==> config.mk <==
export PLATFORM = sky130hd
export DESIGN_NAME = seq_stage_ctrl
export DESIGN_NICKNAME = d
export VERILOG_FILES = /design/src/rtl/seq_pkg.sv /design/src/rtl/seq_ack_timer.sv /design/src/rtl/seq_stage_ctrl.sv
export SDC_FILE = /design/constraint.sdc
export NUM_CORES = 1
export LEC_CHECK = 0
export ABC_AREA = 1
export BUFFER_PORTS_ARGS = -buffer_cell sky130_fd_sc_hd__buf_4
export CAP_MARGIN = 20
export CORE_AREA = 2 2 39 41
export DETAILED_ROUTE_END_ITERATION = 10
export DIE_AREA = 0 0 41 43
export PLACE_DENSITY_LB_ADDON = 0.1
export SKIP_LAST_GASP = 1
export SYNTH_ARGS = -nofsm -noshare
export SYNTH_HDL_FRONTEND = slang
export SYNTH_SLANG_ARGS = --single-unit
export TNS_END_PERCENT = 1
==> constraint.sdc <==
create_clock -name CLK -period 1.6 [get_ports CLK]
set_clock_uncertainty 0.15 [all_clocks]
set_input_delay 0.24 -clock CLK [delete_from_list [all_inputs] [get_ports CLK]]
set_output_delay 0.24 -clock CLK [all_outputs]
set_load 0.01 [all_outputs]
==> src/rtl/seq_pkg.sv <==
// Shared definitions for the Y86 SEQ stage sequencer: instruction codes,
// processor status codes, the stage state type and the memory-op decoder.
package seq_pkg;

  localparam logic [3:0] ICODE_HALT   = 4'h0;
  localparam logic [3:0] ICODE_NOP    = 4'h1;
  localparam logic [3:0] ICODE_RRMOVL = 4'h2;
  localparam logic [3:0] ICODE_IRMOVL = 4'h3;
  localparam logic [3:0] ICODE_RMMOVL = 4'h4;
  localparam logic [3:0] ICODE_MRMOVL = 4'h5;
  localparam logic [3:0] ICODE_OPL    = 4'h6;
  localparam logic [3:0] ICODE_JXX    = 4'h7;
  localparam logic [3:0] ICODE_CALL   = 4'h8;
  localparam logic [3:0] ICODE_RET    = 4'h9;
  localparam logic [3:0] ICODE_PUSHL  = 4'hA;
  localparam logic [3:0] ICODE_POPL   = 4'hB;

  localparam logic [2:0] STAT_AOK = 3'd1;
  localparam logic [2:0] STAT_HLT = 3'd2;
  localparam logic [2:0] STAT_ADR = 3'd3;
  localparam logic [2:0] STAT_INS = 3'd4;

  typedef enum logic [2:0] {
    ST_IDLE,
    ST_FETCH,
    ST_DECODE,
    ST_EXEC,
    ST_MEM,
    ST_WB,
    ST_PCUPD,
    ST_HALT
  } stage_e;

  // Instructions that read or write data memory in the MEM stage.
  function automatic logic is_mem_op(input logic [3:0] code);
    logic hit;
    case (code)
      ICODE_RMMOVL, ICODE_MRMOVL, ICODE_CALL,
      ICODE_RET, ICODE_PUSHL, ICODE_POPL: hit = 1'b1;
      default:                            hit = 1'b0;
    endcase
    return hit;
  endfunction

endpackage

==> src/rtl/seq_ack_timer.sv <==
// Memory acknowledge watchdog: counts consecutive request cycles without
// mem_ack and flags a timeout in the cycle the wait count reaches the limit.
// The counter is cleared whenever no request is active, so every new request
// starts from zero. An ack in the limit cycle suppresses the timeout.
module seq_ack_timer
  import seq_pkg::*;
#(
  parameter int ACK_TIMEOUT = 15
) (
  input  logic clk,
  input  logic rst,
  input  logic req_active,
  input  logic ack,
  output logic timeout
);

  localparam int CW = (ACK_TIMEOUT < 2) ? 1 : $clog2(ACK_TIMEOUT);
  localparam logic [CW-1:0] LIMIT = CW'(ACK_TIMEOUT - 1);

  logic [CW-1:0] wait_cnt_q, wait_cnt_d;

  // Next wait count and the timeout flag for the current request cycle.
  always_comb begin
    wait_cnt_d = wait_cnt_q;
    timeout    = 1'b0;
    if (!req_active || ack) begin
      wait_cnt_d = '0;
    end else if (wait_cnt_q == LIMIT) begin
      timeout    = 1'b1;
      wait_cnt_d = '0;
    end else begin
      wait_cnt_d = wait_cnt_q + 1'b1;
    end
  end

  // Wait counter register.
  always_ff @(posedge clk) begin
    if (rst) wait_cnt_q <= '0;
    else     wait_cnt_q <= wait_cnt_d;
  end

endmodule

==> src/rtl/seq_stage_ctrl.sv <==
// Stage sequencer for the multi-cycle Y86 SEQ core. Walks the datapath through
// FETCH/DECODE/EXEC/MEM/WB/PCUPD, arbitrates the shared memory port between
// instruction fetch and data access, and freezes in HALT on any non-AOK status.
// Optional performance counters are built when SEQ_PERF_CNT_EN is defined.
module seq_stage_ctrl
  import seq_pkg::*;
#(
  parameter int ACK_TIMEOUT = 15
`ifdef SEQ_PERF_CNT_EN
  , parameter int CNT_W = 32
`endif
) (
  input  logic       CLK,
  input  logic       RESET,
  input  logic [3:0] icode,
  input  logic       instr_valid,
  input  logic       imem_error,
  input  logic       dmem_error,
  input  logic       mem_ack,
  output logic       mem_req,
  output logic       mem_sel,
  output logic       f_en,
  output logic       d_en,
  output logic       e_en,
  output logic       m_en,
  output logic       w_en,
  output logic       pc_en,
  output logic [2:0] stat
`ifdef SEQ_PERF_CNT_EN
  ,
  output logic [CNT_W-1:0] cycle_cnt,
  output logic [CNT_W-1:0] instr_cnt
`endif
);

  stage_e     state_q, state_d;
  logic [2:0] stat_q, stat_d;
  logic       mem_op;
  logic       req_active;
  logic       timeout;

  assign mem_op     = is_mem_op(icode);
  assign req_active = (state_q == ST_FETCH) || ((state_q == ST_MEM) && mem_op);
  assign mem_req    = req_active;
  assign mem_sel    = (state_q == ST_MEM) && mem_op;
  assign stat       = stat_q;

  // The watchdog only exists when a finite timeout is configured.
  generate
    if (ACK_TIMEOUT > 0) begin : g_timer
      seq_ack_timer #(
        .ACK_TIMEOUT(ACK_TIMEOUT)
      ) u_timer (
        .clk       (CLK),
        .rst       (RESET),
        .req_active(req_active),
        .ack       (mem_ack),
        .timeout   (timeout)
      );
    end else begin : g_no_timer
      assign timeout = 1'b0;
    end
  endgenerate

  // Next stage, next status and the Mealy stage strobes.
  always_comb begin
    state_d = state_q;
    stat_d  = stat_q;
    f_en    = 1'b0;
    d_en    = 1'b0;
    e_en    = 1'b0;
    m_en    = 1'b0;
    w_en    = 1'b0;
    pc_en   = 1'b0;
    case (state_q)
      ST_IDLE: state_d = ST_FETCH;
      ST_FETCH: begin
        if (mem_ack) begin
          f_en = 1'b1;
          if (imem_error) begin
            stat_d  = STAT_ADR;
            state_d = ST_HALT;
          end else if (!instr_valid) begin
            stat_d  = STAT_INS;
            state_d = ST_HALT;
          end else if (icode == ICODE_HALT) begin
            stat_d  = STAT_HLT;
            state_d = ST_HALT;
          end else begin
            state_d = ST_DECODE;
          end
        end else if (timeout) begin
          stat_d  = STAT_ADR;
          state_d = ST_HALT;
        end
      end
      ST_DECODE: begin
        d_en    = 1'b1;
        state_d = ST_EXEC;
      end
      ST_EXEC: begin
        e_en    = 1'b1;
        state_d = ST_MEM;
      end
      ST_MEM: begin
        if (!mem_op) begin
          state_d = ST_WB;
        end else if (mem_ack) begin
          m_en = 1'b1;
          if (dmem_error) begin
            stat_d  = STAT_ADR;
            state_d = ST_HALT;
          end else begin
            state_d = ST_WB;
          end
        end else if (timeout) begin
          stat_d  = STAT_ADR;
          state_d = ST_HALT;
        end
      end
      ST_WB: begin
        w_en    = 1'b1;
        state_d = ST_PCUPD;
      end
      ST_PCUPD: begin
        pc_en   = 1'b1;
        state_d = ST_FETCH;
      end
      ST_HALT: state_d = ST_HALT;
      default: state_d = ST_IDLE;
    endcase
  end

  // Stage and status registers; reset overrides everything.
  always_ff @(posedge CLK) begin
    if (RESET) begin
      state_q <= ST_IDLE;
      stat_q  <= STAT_AOK;
    end else begin
      state_q <= state_d;
      stat_q  <= stat_d;
    end
  end

`ifdef SEQ_PERF_CNT_EN
  logic [CNT_W-1:0] cycle_cnt_q, cycle_cnt_d;
  logic [CNT_W-1:0] instr_cnt_q, instr_cnt_d;

  assign cycle_cnt = cycle_cnt_q;
  assign instr_cnt = instr_cnt_q;

  // Free-running cycle count and retired-instruction count, both wrapping.
  always_comb begin
    cycle_cnt_d = cycle_cnt_q + 1'b1;
    instr_cnt_d = pc_en ? (instr_cnt_q + 1'b1) : instr_cnt_q;
  end

  // Performance counter registers.
  always_ff @(posedge CLK) begin
    if (RESET) begin
      cycle_cnt_q <= '0;
      instr_cnt_q <= '0;
    end else begin
      cycle_cnt_q <= cycle_cnt_d;
      instr_cnt_q <= instr_cnt_d;
    end
  end
`endif

endmodule
Word level (Yosys, flattened, before mapping)
Index checks and enable logic that the tools add are counted.
Widths: inputs -> output; s select.
- memories: 0
- input port bits: 10
- output and inout port bits: 11
- memory bits (writable): 0
- bits in latches: 0
- flip-flop bits (word level): 10
- logic and storage cells: 61
- memory bits (read-only): 0
- shift operators: 0
- $mul: 0
- bitwise operators: 0
- $lt $le $gt $ge: 0
- reductions and logical operators: 11
- mux-type cells: 29
- div/mod/pow operators: 0
- equality and inequality tests: 17
- $add $sub $neg: 1
- operators with widths (operator ; number):
    $mux 3 ; 15
    $pmux 3 s7 ; 1
    $eq 4x4->1 const B ; 5
    $eq 3x3->1 const B ; 4
    $mux 1 ; 11
    $eq 4x3->1 const B ; 2
    $eq 3x2->1 const B ; 2
    $pmux 3 s2 ; 1
    $reduce_or 6->1 ; 1
    $ne 5x4->1 const B ; 1
    $add 4x1->4 const B ; 1
    $logic_not 4->1 ; 1
    $reduce_and 4->1 ; 1
    $eq 3x1->1 const B ; 1
    $logic_not 3->1 ; 1
    $ne 3x3->1 const B ; 1
    $reduce_or 3->1 ; 1
    $logic_or 1x1->1 ; 2
    $mux 2 ; 1
    $ne 2x2->1 const B ; 1
    $reduce_bool 2->1 ; 1
    $reduce_or 2->1 ; 1
    $logic_and 1x1->1 ; 1
    $logic_not 1->1 ; 1

Longest topological paths before layout
Gate-level depths: netlist (run 1).
- word-level depth: 12
- mapped depth: 9
- depth with buffers taken out: 9

Hierarchy
From an unflattened synthesis (run 1), not the netlist that was laid out.
- cell total of the unflattened synthesis: 120
- area total of the unflattened synthesis: 747.0 µm²
- modules (own cells, without submodules) (module ; seq. area each (µm²) ; times used ; area each (µm²) ; cells an instance):
    seq_stage_ctrl ; 120.1 ; 1 ; 529.3 ; 91
    seq_ack_timer ; 80.1 ; 1 ; 217.7 ; 29

Least setup slack after synthesis (run 1)
OpenSTA, ideal clock, no wires.
- path type: flip-flop to flip-flop
- from: register state_q[1]
- to: register state_q[1]
- data arrival time: 1.113 ns
- setup time: 0.070 ns
- data required time: 1.380 ns
- clock period less this slack: 1.333 ns
- setup slack: 0.267 ns
- path buffers: 0
- cell stages (with the launch flop): 6
- path through: dfxtp_1 -> clkinv_1 -> nor3_1 -> o21bai_1 -> inv_1 -> a21oi_1
- cells in the longest elaborated chain, start to end: 10
- elaborated cells on any way between the ends: 19
- classes of those cells: 7 x eq/ne; 6 x mux; 6 x reduce/logical
- ends and longest elaborated chain (what ; line ; RTL):
    start, declared ; seq_stage_ctrl.sv:36 ; stage_e state_q, state_d;
    start signal, assigned ; seq_stage_ctrl.sv:140 ; state_q <= state_d;
    $eq 3x3->1 ; seq_stage_ctrl.sv:43, seq_stage_ctrl.sv:75 ;
    $logic_and 1x1->1 ; seq_stage_ctrl.sv:43 ; assign req_active = (state_q == ST_FETCH) || ((state_q == ST_MEM) && mem_op);
    $logic_or 1x1->1 ; seq_stage_ctrl.sv:43 ;
    $logic_not 1->1 ; seq_ack_timer.sv:26 ; if (!req_active || ack) begin
    $logic_or 1x1->1 ; seq_ack_timer.sv:26 ;
    $mux 1 ; seq_ack_timer.sv:26 ;
    $mux 3 (3 in series) ; -- ;
    $pmux 3 s7 (*) ; seq_stage_ctrl.sv:75 ; case (state_q)
Mark *: on every way between the ends. The rest lies on a longest branch, timed or not.
A chain may end at the register's enable or synchronous reset.

Final worst setup path (run 1)
- from: register state_q[0]
- to: output m_en
- cells in the longest elaborated chain, start to end: 2
- ends and longest elaborated chain (what ; line ; RTL):
    $eq 3x3->1 ; seq_stage_ctrl.sv:75 ;
    $mux 1 ; seq_stage_ctrl.sv:75 ;
    end, declared ; seq_stage_ctrl.sv:25 ; output logic m_en,
Every way passes these cells.

==> qor.yml, run 1 <==
status:
  status: "finished clean"
grt:
  grt_overflow: 0
  grt_pass1_wl_um: 2100
  antenna_found_initial: 0
  grt_use_total_pct: 17.8
  first_global_vias: 546
  grt_start_max_net_pins: 8
worst_setup_path:
  crit_path_frequent_cell: "inv_2"
  critPathCaptureType: "output port"
  crit_type: "register to output port"
  critPathLaunchType: "register"
  path_cells: "inv_2, nand3_2, inv_2, nand3_4, nor2_1, buf_4"
  crit_family: "flip-flops"
  cp.required_ns: 1.21
  slowest_stage: "dfxtp_2"
  crit_buf_inv: 3
  max_stage_delay_ns: 0.35
  critPathMaxFanout: 7
  crit_arrival_ns: 1.20
power:
  p_seq_share_pct: 39.7
  peakVddDrop_v: 0.000553
  internal_power_uw: 502
  p_switching_uw: 224
  p_per_area_nw_per_um2: 850
  clock_power_share_pct: 31.6
  switching_share_pct: 30.8
  power.leakage_uw: 0.000398
  pwr-share-comb_pct: 28.7
placement:
  port_buffers: 20
  place_area_um2: 776
  dp_hpwl_um: 1030
  place.gp.congestion: 0.884
drt:
  wire_per_inst_um: 10.8
  met1_length_um: 606
  viasPerCell: 5.09
  drt-pass1-iter-count: 4
  drt_iter0_markers: 17
  wl_um: 1390
  via_count: 656
  drc: 0
  met2WireLength_um: 679
  routed.top_layer: "met4"
  ant_nets: 0
  dr_wl_met3_um: 99
synthesis:
  synthTopCellsByCount: "nor2_1 (15), nand2_1 (13), inv_1 (12)"
  syn_area_per_cell_um2: 7.04
  synth.net_count: 98
  synth_top_area_cell: "dfxtp_1"
  synth_edf_count: 0
  ys_seq_area_share_pct: 33.1
  syn_inst: 86
  yosys.cell_types.count: 25
  netlist.area_leader.share_pct: 33.1
  yosysWarnings: 0
  synth.most_common_cell: "nor2_1"
  synth.area.top_cells: "dfxtp_1 (33%), nor2_1 (9.3%), nand2_1 (8.1%), inv_1 (7.4%), nand3_2 (5.0%)"
  synth-seq-cells: 10
  ys.flop_type: "dfxtp_1"
  async_flop_share_pct: 0
  synthesis.area_um2: 606
layout:
  fin_util_pct: 61.7
  fill_cells: 135
  final_area_um2: 853
  antennaDiodeCount: 0
  area_growth_syn_to_layout_pct: 40.9
  layout.nets: 126
  final_layout_size_suffix_gt1_share_pct: 35.4
timing:
  hold_viol: 0
  slew_headroom_pct: 80.3
  setup_violations: 0
  layout_worst_path_cycle_share_pct: 99.2
  drv_slew: 0
  period_minus_slack_ns: 1.59
  hold_slack_ns: 0.160
  fmax_mhz: 630
  worst_slew_pin_slew_ns: 0.294
  rsz0062_at_grt: "true"
clock_tree:
  numCtsBuffers: 3
  clkLatencyLatePin_ns: 0.27
  clk_pin_slew_ns: 0.06
  root_buffer: "clkbuf_4"
  cts_tree: "yes"
  clock_path_buffers: 2
  htree_levels: 1
  clock_sinks: 10
min_path:
  hold_class: "input pin to register"
job:
  maxCapViolations: 0
floorplan:
  start_util_pct: 43.8
  fp.dieW_um: 41
  core-area_um2: 1380
  die_y_um: 43
  dieArea_um2: 1760
  rows: 14
  ios: 21
-- path summary, 6_finish.rpt --
path                     from       to  slack [ns]  depth (start not counted)
setup / recovery   state_q[0]     m_en        0.01                          6
hold / removal    instr_valid  stat[2]        0.16                          4
setup reg to reg   state_q[1]  stat[2]        0.13                          7
hold reg to reg       stat[1]  stat[1]        0.30                          2
-- routing by layer --
metal,track usage [%],up-vias
met1,20.8,301
li1,-,333
met3,9.42,2
met5,0,-
met4,6.00,0
met2,26.9,20
-- sequential cells by signal (all words and copies together), names as in the netlist --
name	count
stat	3
g_timer.u_timer.wait_cnt_q	4
state_q	3
-- kinds of logic (layout without fill, tap and decap cells) --
family	count (synthesis)	in the layout	share of synthesized area, %
fa+ha+maj	2	2	4.13
compound gates	14	14	16.9
xor+xnor	2	2	2.89
flops	10	10	33.1
buf+inv	16	43	9.92
simple gates	42	42	33.1
-- worst min-delay path: stages --
cell and delay (ns):
buf_4 0.07, inv_1 0.04, nand4_1 0.10, a21oi_1 0.07
-- power by group through the flow --
stage	Sequential, µW	Clock, µW	Combinational (µW)
after floorplan	291	0	114
after global placement	292	0	189
after detailed placement	291	0	189
after CTS	288	241	206
after global routing	290	256	228
final	288	229	208
-- per-stage QoR --
| step | power, µW | worst slack (ns) | cells | setup TNS [ns] |
|---|---|---|---|---|
| final | 726 | 0.0129 | 129 | 0 |
| after global routing | 775 | -0.0758 | 129 | -0.141 |
| after CTS | 735 | 0.000297 | 129 | 0 |
| after detailed placement | 480 | 0.156 | 122 | 0 |
| after global placement | 481 | 0.180 | 122 | 0 |
| after floorplan | 405 | 0.267 | 86 | 0 |
-- placed cells by master (no fill, tap or decap) --
cell type      count
buf_4             22
nor2_1            15
nand2_1           13
inv_1             12
dfxtp_1            8
a21oi_1            4
inv_2              3
nor3_1             3
nand3_1            3
clkbuf_4           3
nand3_2            2
nand4_1            2
o21ai_0            2
ha_1               2
dfxtp_2            2
clkinv_2           1
o21ai_1            1
nand3_4            1
nand2_4            1
xor2_1             1
o2111ai_2          1
o311ai_1           1
o21bai_1           1
o21a_1             1
a21oi_2            1
a211oi_1           1
nor2b_1            1
o211ai_2           1
nor3_2             1
xnor2_1            1
clkbuf_8           1
dlygate4sd3_1      1
-- what timing repair did --
item / 4_1_cts / 5_1_grt
endpoints found under the hold margin: 1 / 0
hold buffers: 1 / 0
buffers inserted: 2 / 0
gates resized for setup: 4 / 1
pin swaps: 1 / 0
endpoints found under the setup margin: 3 / 5
-- layout make-up --
cell class                      count  area (µm²)  area share [%]
Inverter                           16        61.3            7.18
Multi-Input combinational cell     60         358            41.9
Timing Repair Buffer               23         175            20.5
Tap cell                           16        20.0            2.35
Clock buffer                        4        36.3            4.25
Sequential cell                    10         203            23.8
No activity file was read; power rests on OpenSTA's default activity.
==> inputs of run 2 (changes only) <==
--- a/config.mk
+++ b/config.mk
@@ -5,15 +5,17 @@
 export SDC_FILE = /design/constraint.sdc
 export NUM_CORES = 1
 export LEC_CHECK = 0
-export ABC_AREA = 1
+export ABC_AREA = 0
 export BUFFER_PORTS_ARGS = -buffer_cell sky130_fd_sc_hd__buf_4
 export CAP_MARGIN = 20
 export CORE_AREA = 2 2 39 41
+export CTS_CLUSTER_DIAMETER = 60
 export DETAILED_ROUTE_END_ITERATION = 10
 export DIE_AREA = 0 0 41 43
 export PLACE_DENSITY_LB_ADDON = 0.1
 export SKIP_LAST_GASP = 1
 export SYNTH_ARGS = -nofsm -noshare
 export SYNTH_HDL_FRONTEND = slang
+export SYNTH_HIERARCHICAL = 1
 export SYNTH_SLANG_ARGS = --single-unit
 export TNS_END_PERCENT = 1
==> run 2 against run 1 <==
  * The run now ends with setup timing left
  * Non-clock buffer count increased by 12
  * Core utilization increased by 4.4 points
  * Setup slack got worse by 0.22 ns
==> qor.yml, run 2 <==
timing:
  setup_violations: 14  # +14
  rsz0062_at_grt: "true"
  tns_ns: -1.60  # -1.60 ns
  hold_viol: 0  # unchanged
  fmax_mhz: 553  # -12%
  worst_slack_ns: -0.208  # -0.221 ns
  layout_worst_path_cycle_share_pct: 113  # +14 points
  worst_slew_pin_slew_ns: 0.427  # +0.134 ns
  slew_headroom_pct: 71.1  # -9.2 points
  drv_slew: 0  # unchanged
  period_minus_slack_ns: 1.81  # +0.221 ns
synthesis:
  netlist.area_leader.share_pct: 35.1  # +2.0 points
  synth_edf_count: 0  # unchanged
  async_flop_share_pct: 0  # unchanged
  synthesis.area_um2: 571  # -5.8%
  synthTopCellsByCount: "nor2_1 (12), dfxtp_1 (10), a21oi_1 (5), inv_1 (5)"
  yosysWarnings: 6  # +6
  yosys.cell_types.count: 34  # +36%
  synth-seq-cells: 10  # unchanged
  synth_top_area_cell: "dfxtp_1"
  syn_area_per_cell_um2: 8.15  # +16%
  syn_inst: 70  # -19%
  synth.area.top_cells: "dfxtp_1 (35%), nor2_1 (7.9%), a21oi_1 (4.4%), ha_1 (4.4%), nor3b_2 (4.4%)"
  synth.most_common_cell: "nor2_1"
  synth.net_count: 82  # -16%
  ys.flop_type: "dfxtp_1"
  ys_seq_area_share_pct: 35.1  # +2.0 points
drt:
  ant_nets: 0  # unchanged
  drt-pass1-iter-count: 4  # unchanged
  drc: 0  # unchanged
  wl_um: 1430  # +2.4%
  viasPerCell: 5.02  # -1.2%
  via_count: 613  # -6.6%
  drt_iter0_markers: 8  # -9
  wire_per_inst_um: 11.7  # +8.3%
worst_setup_path:
  cp.required_ns: 1.64  # +0.43 ns
  r2r_slack_ns: -0.20  # -0.33 ns
  critPathMaxFanout: 3  # -4
  critPathLaunchType: "input pin"
  r2r_end: "state_q[1]"
  rr_startpoint: "state_q[2]"
  critPathCaptureType: "register"
  ff2ff_path_depth: 8  # +1
  crit_arrival_ns: 1.85  # +0.65 ns
  crit_type: "input pin to register"
status:
  violations: "setup timing"
  status: "complete, but fails checks"
layout:
  final_common_cell: "buf_4"
  final_cells: 122  # -5.4%
  antennaDiodeCount: 0  # unchanged
  top_register: "g_timer.u_timer/wait_cnt_q"
  layout.nets: 120  # -4.8%
  final_area_um2: 915  # +7.2%
  largest_register_ffs: 4  # unchanged
  final_layout_size_suffix_gt1_share_pct: 50.0  # +15 points
  area_growth_syn_to_layout_pct: 60.3
  layout_common_cells: "buf_4 (35), nor2_1 (9), dfxtp_1 (8)"
floorplan:
  rows: 14  # unchanged
  core-area_um2: 1380  # unchanged
  dieArea_um2: 1760  # unchanged
  die_y_um: 43  # unchanged
  start_util_pct: 41.2  # -2.5 points
  fp.dieW_um: 41  # unchanged
  ios: 21  # unchanged
placement:
  place_area_um2: 855  # +10%
  port_buffers: 20  # unchanged
  place.gp.congestion: 0.782  # -11%
  placed_cells: 117  # -4.1%
  dp_hpwl_um: 1120  # +8.1%
grt:
  grt_start_max_net_pins: 9  # +1
  grt_use_total_pct: 17.9  # +0.054 points
  first_global_vias: 520  # -4.8%
  antenna_found_initial: 0  # unchanged
  grt_pass1_wl_um: 2080  # -1.0%
  grt_overflow: 0  # unchanged
clock_tree:
  htree_levels: 1  # unchanged
  numCtsBuffers: 3  # unchanged
  clock_sinks: 10  # unchanged
  cts_tree: "yes"
  root_buffer: "clkbuf_4"
  clock_path_buffers: 2  # unchanged
  ctsHoldBuffers: 0  # -1
  clk_pin_slew_ns: 0.06  # about the same
  clkLatencyLatePin_ns: 0.26  # about the same
power:
  power.leakage_uw: 0.000410  # +3.1%
  power_uw: 653  # -10%
  peakVddDrop_v: 0.000486  # -12%
  p_per_area_nw_per_um2: 714  # -16%
job:
  maxCapViolations: 0  # unchanged
min_path:
  worstHoldStart: "RESET"
  min_to: "state_q[0]"
  hold_class: "input pin to register"
  hold_depth: 2  # -2
==> run 2: final cells by class <==
cell class,instances,area [µm²]
fill,122,469
tap,16,20.0
clock buffer,3,22.5
sequential,10,205
multi-input combinational,53,385
inverter,5,18.8
timing repair buffer,35,263
==> run 2: cell families after synthesis <==
logic type / share of synthesized area [%]
AND/OR/NAND/NOR: 30.0
AO/OA/AOI/OAI: 18.6
flip-flops: 35.1
buffers and inverters: 5.04
XOR/XNOR: 3.07
multiplexers: 3.73
adder cells (fa/ha/maj): 4.39
==> run 2: power breakdown <==
part,switching [µW],internal [µW]
clock,75.6,86.3
combinational,92.8,120
sequential,13.6,265
total,182,471
==> run 2: timing repair <==
| action | CTS | global route |
|---|---|---|
| gates resized for setup | 3 | 5 |
| pin swaps | 3 | 2 |
| endpoints found under the setup margin | 15 | 16 |
| buffers inserted | 2 | 0 |
==> run 2: stage by stage <==
stage	setup WS, ns	utilization [%]	hold slack [ns]
floorplan	-0.316	-	0.159
global placement	-0.395	61.8	0.305
detailed placement	-0.457	61.8	0.311
CTS	-0.237	64.7	0.0403
global route	-0.274	66.1	0.0440
finish	-0.208	66.1	0.0482
==> run 2: routing by layer <==
metal / global-route usage, % / routed length (µm) / vias to the layer above
li1: - / - / 324
met1: 21.4 / 637 / 271
met2: 26.9 / 703 / 16
met3: 5.24 / 73 / 2
met4: 10.7 / 14 / 0
met5: 0 / 0 / -
==> run 2: worst max-delay path, stage by stage <==
cell	delay (ns)
buf_4	0.12
nor3b_4	0.24
o21ai_2	0.09
mux2_4	0.28
nor2_4	0.09
nand2b_1	0.09
nor2_2	0.13
nor2_2	0.05
or4_1	0.39
a21oi_1	0.13
==> run 2: how the worst max path moves through the flow <==
| stage | startpoint | end | slack, ns | cells after the start |
|---|---|---|---|---|
| 2_1_floorplan | icode[3] | state_q[1] | -0.32 | 9 |
| 3_3_place_gp | icode[3] | state_q[1] | -0.39 | 10 |
| 3_5_place_dp | icode[3] | state_q[1] | -0.46 | 10 |
| 4_1_cts | state_q[2] | state_q[1] | -0.24 | 8 |
| 5_1_grt | state_q[2] | state_q[1] | -0.27 | 8 |
| 6_report | icode[3] | state_q[1] | -0.21 | 10 |
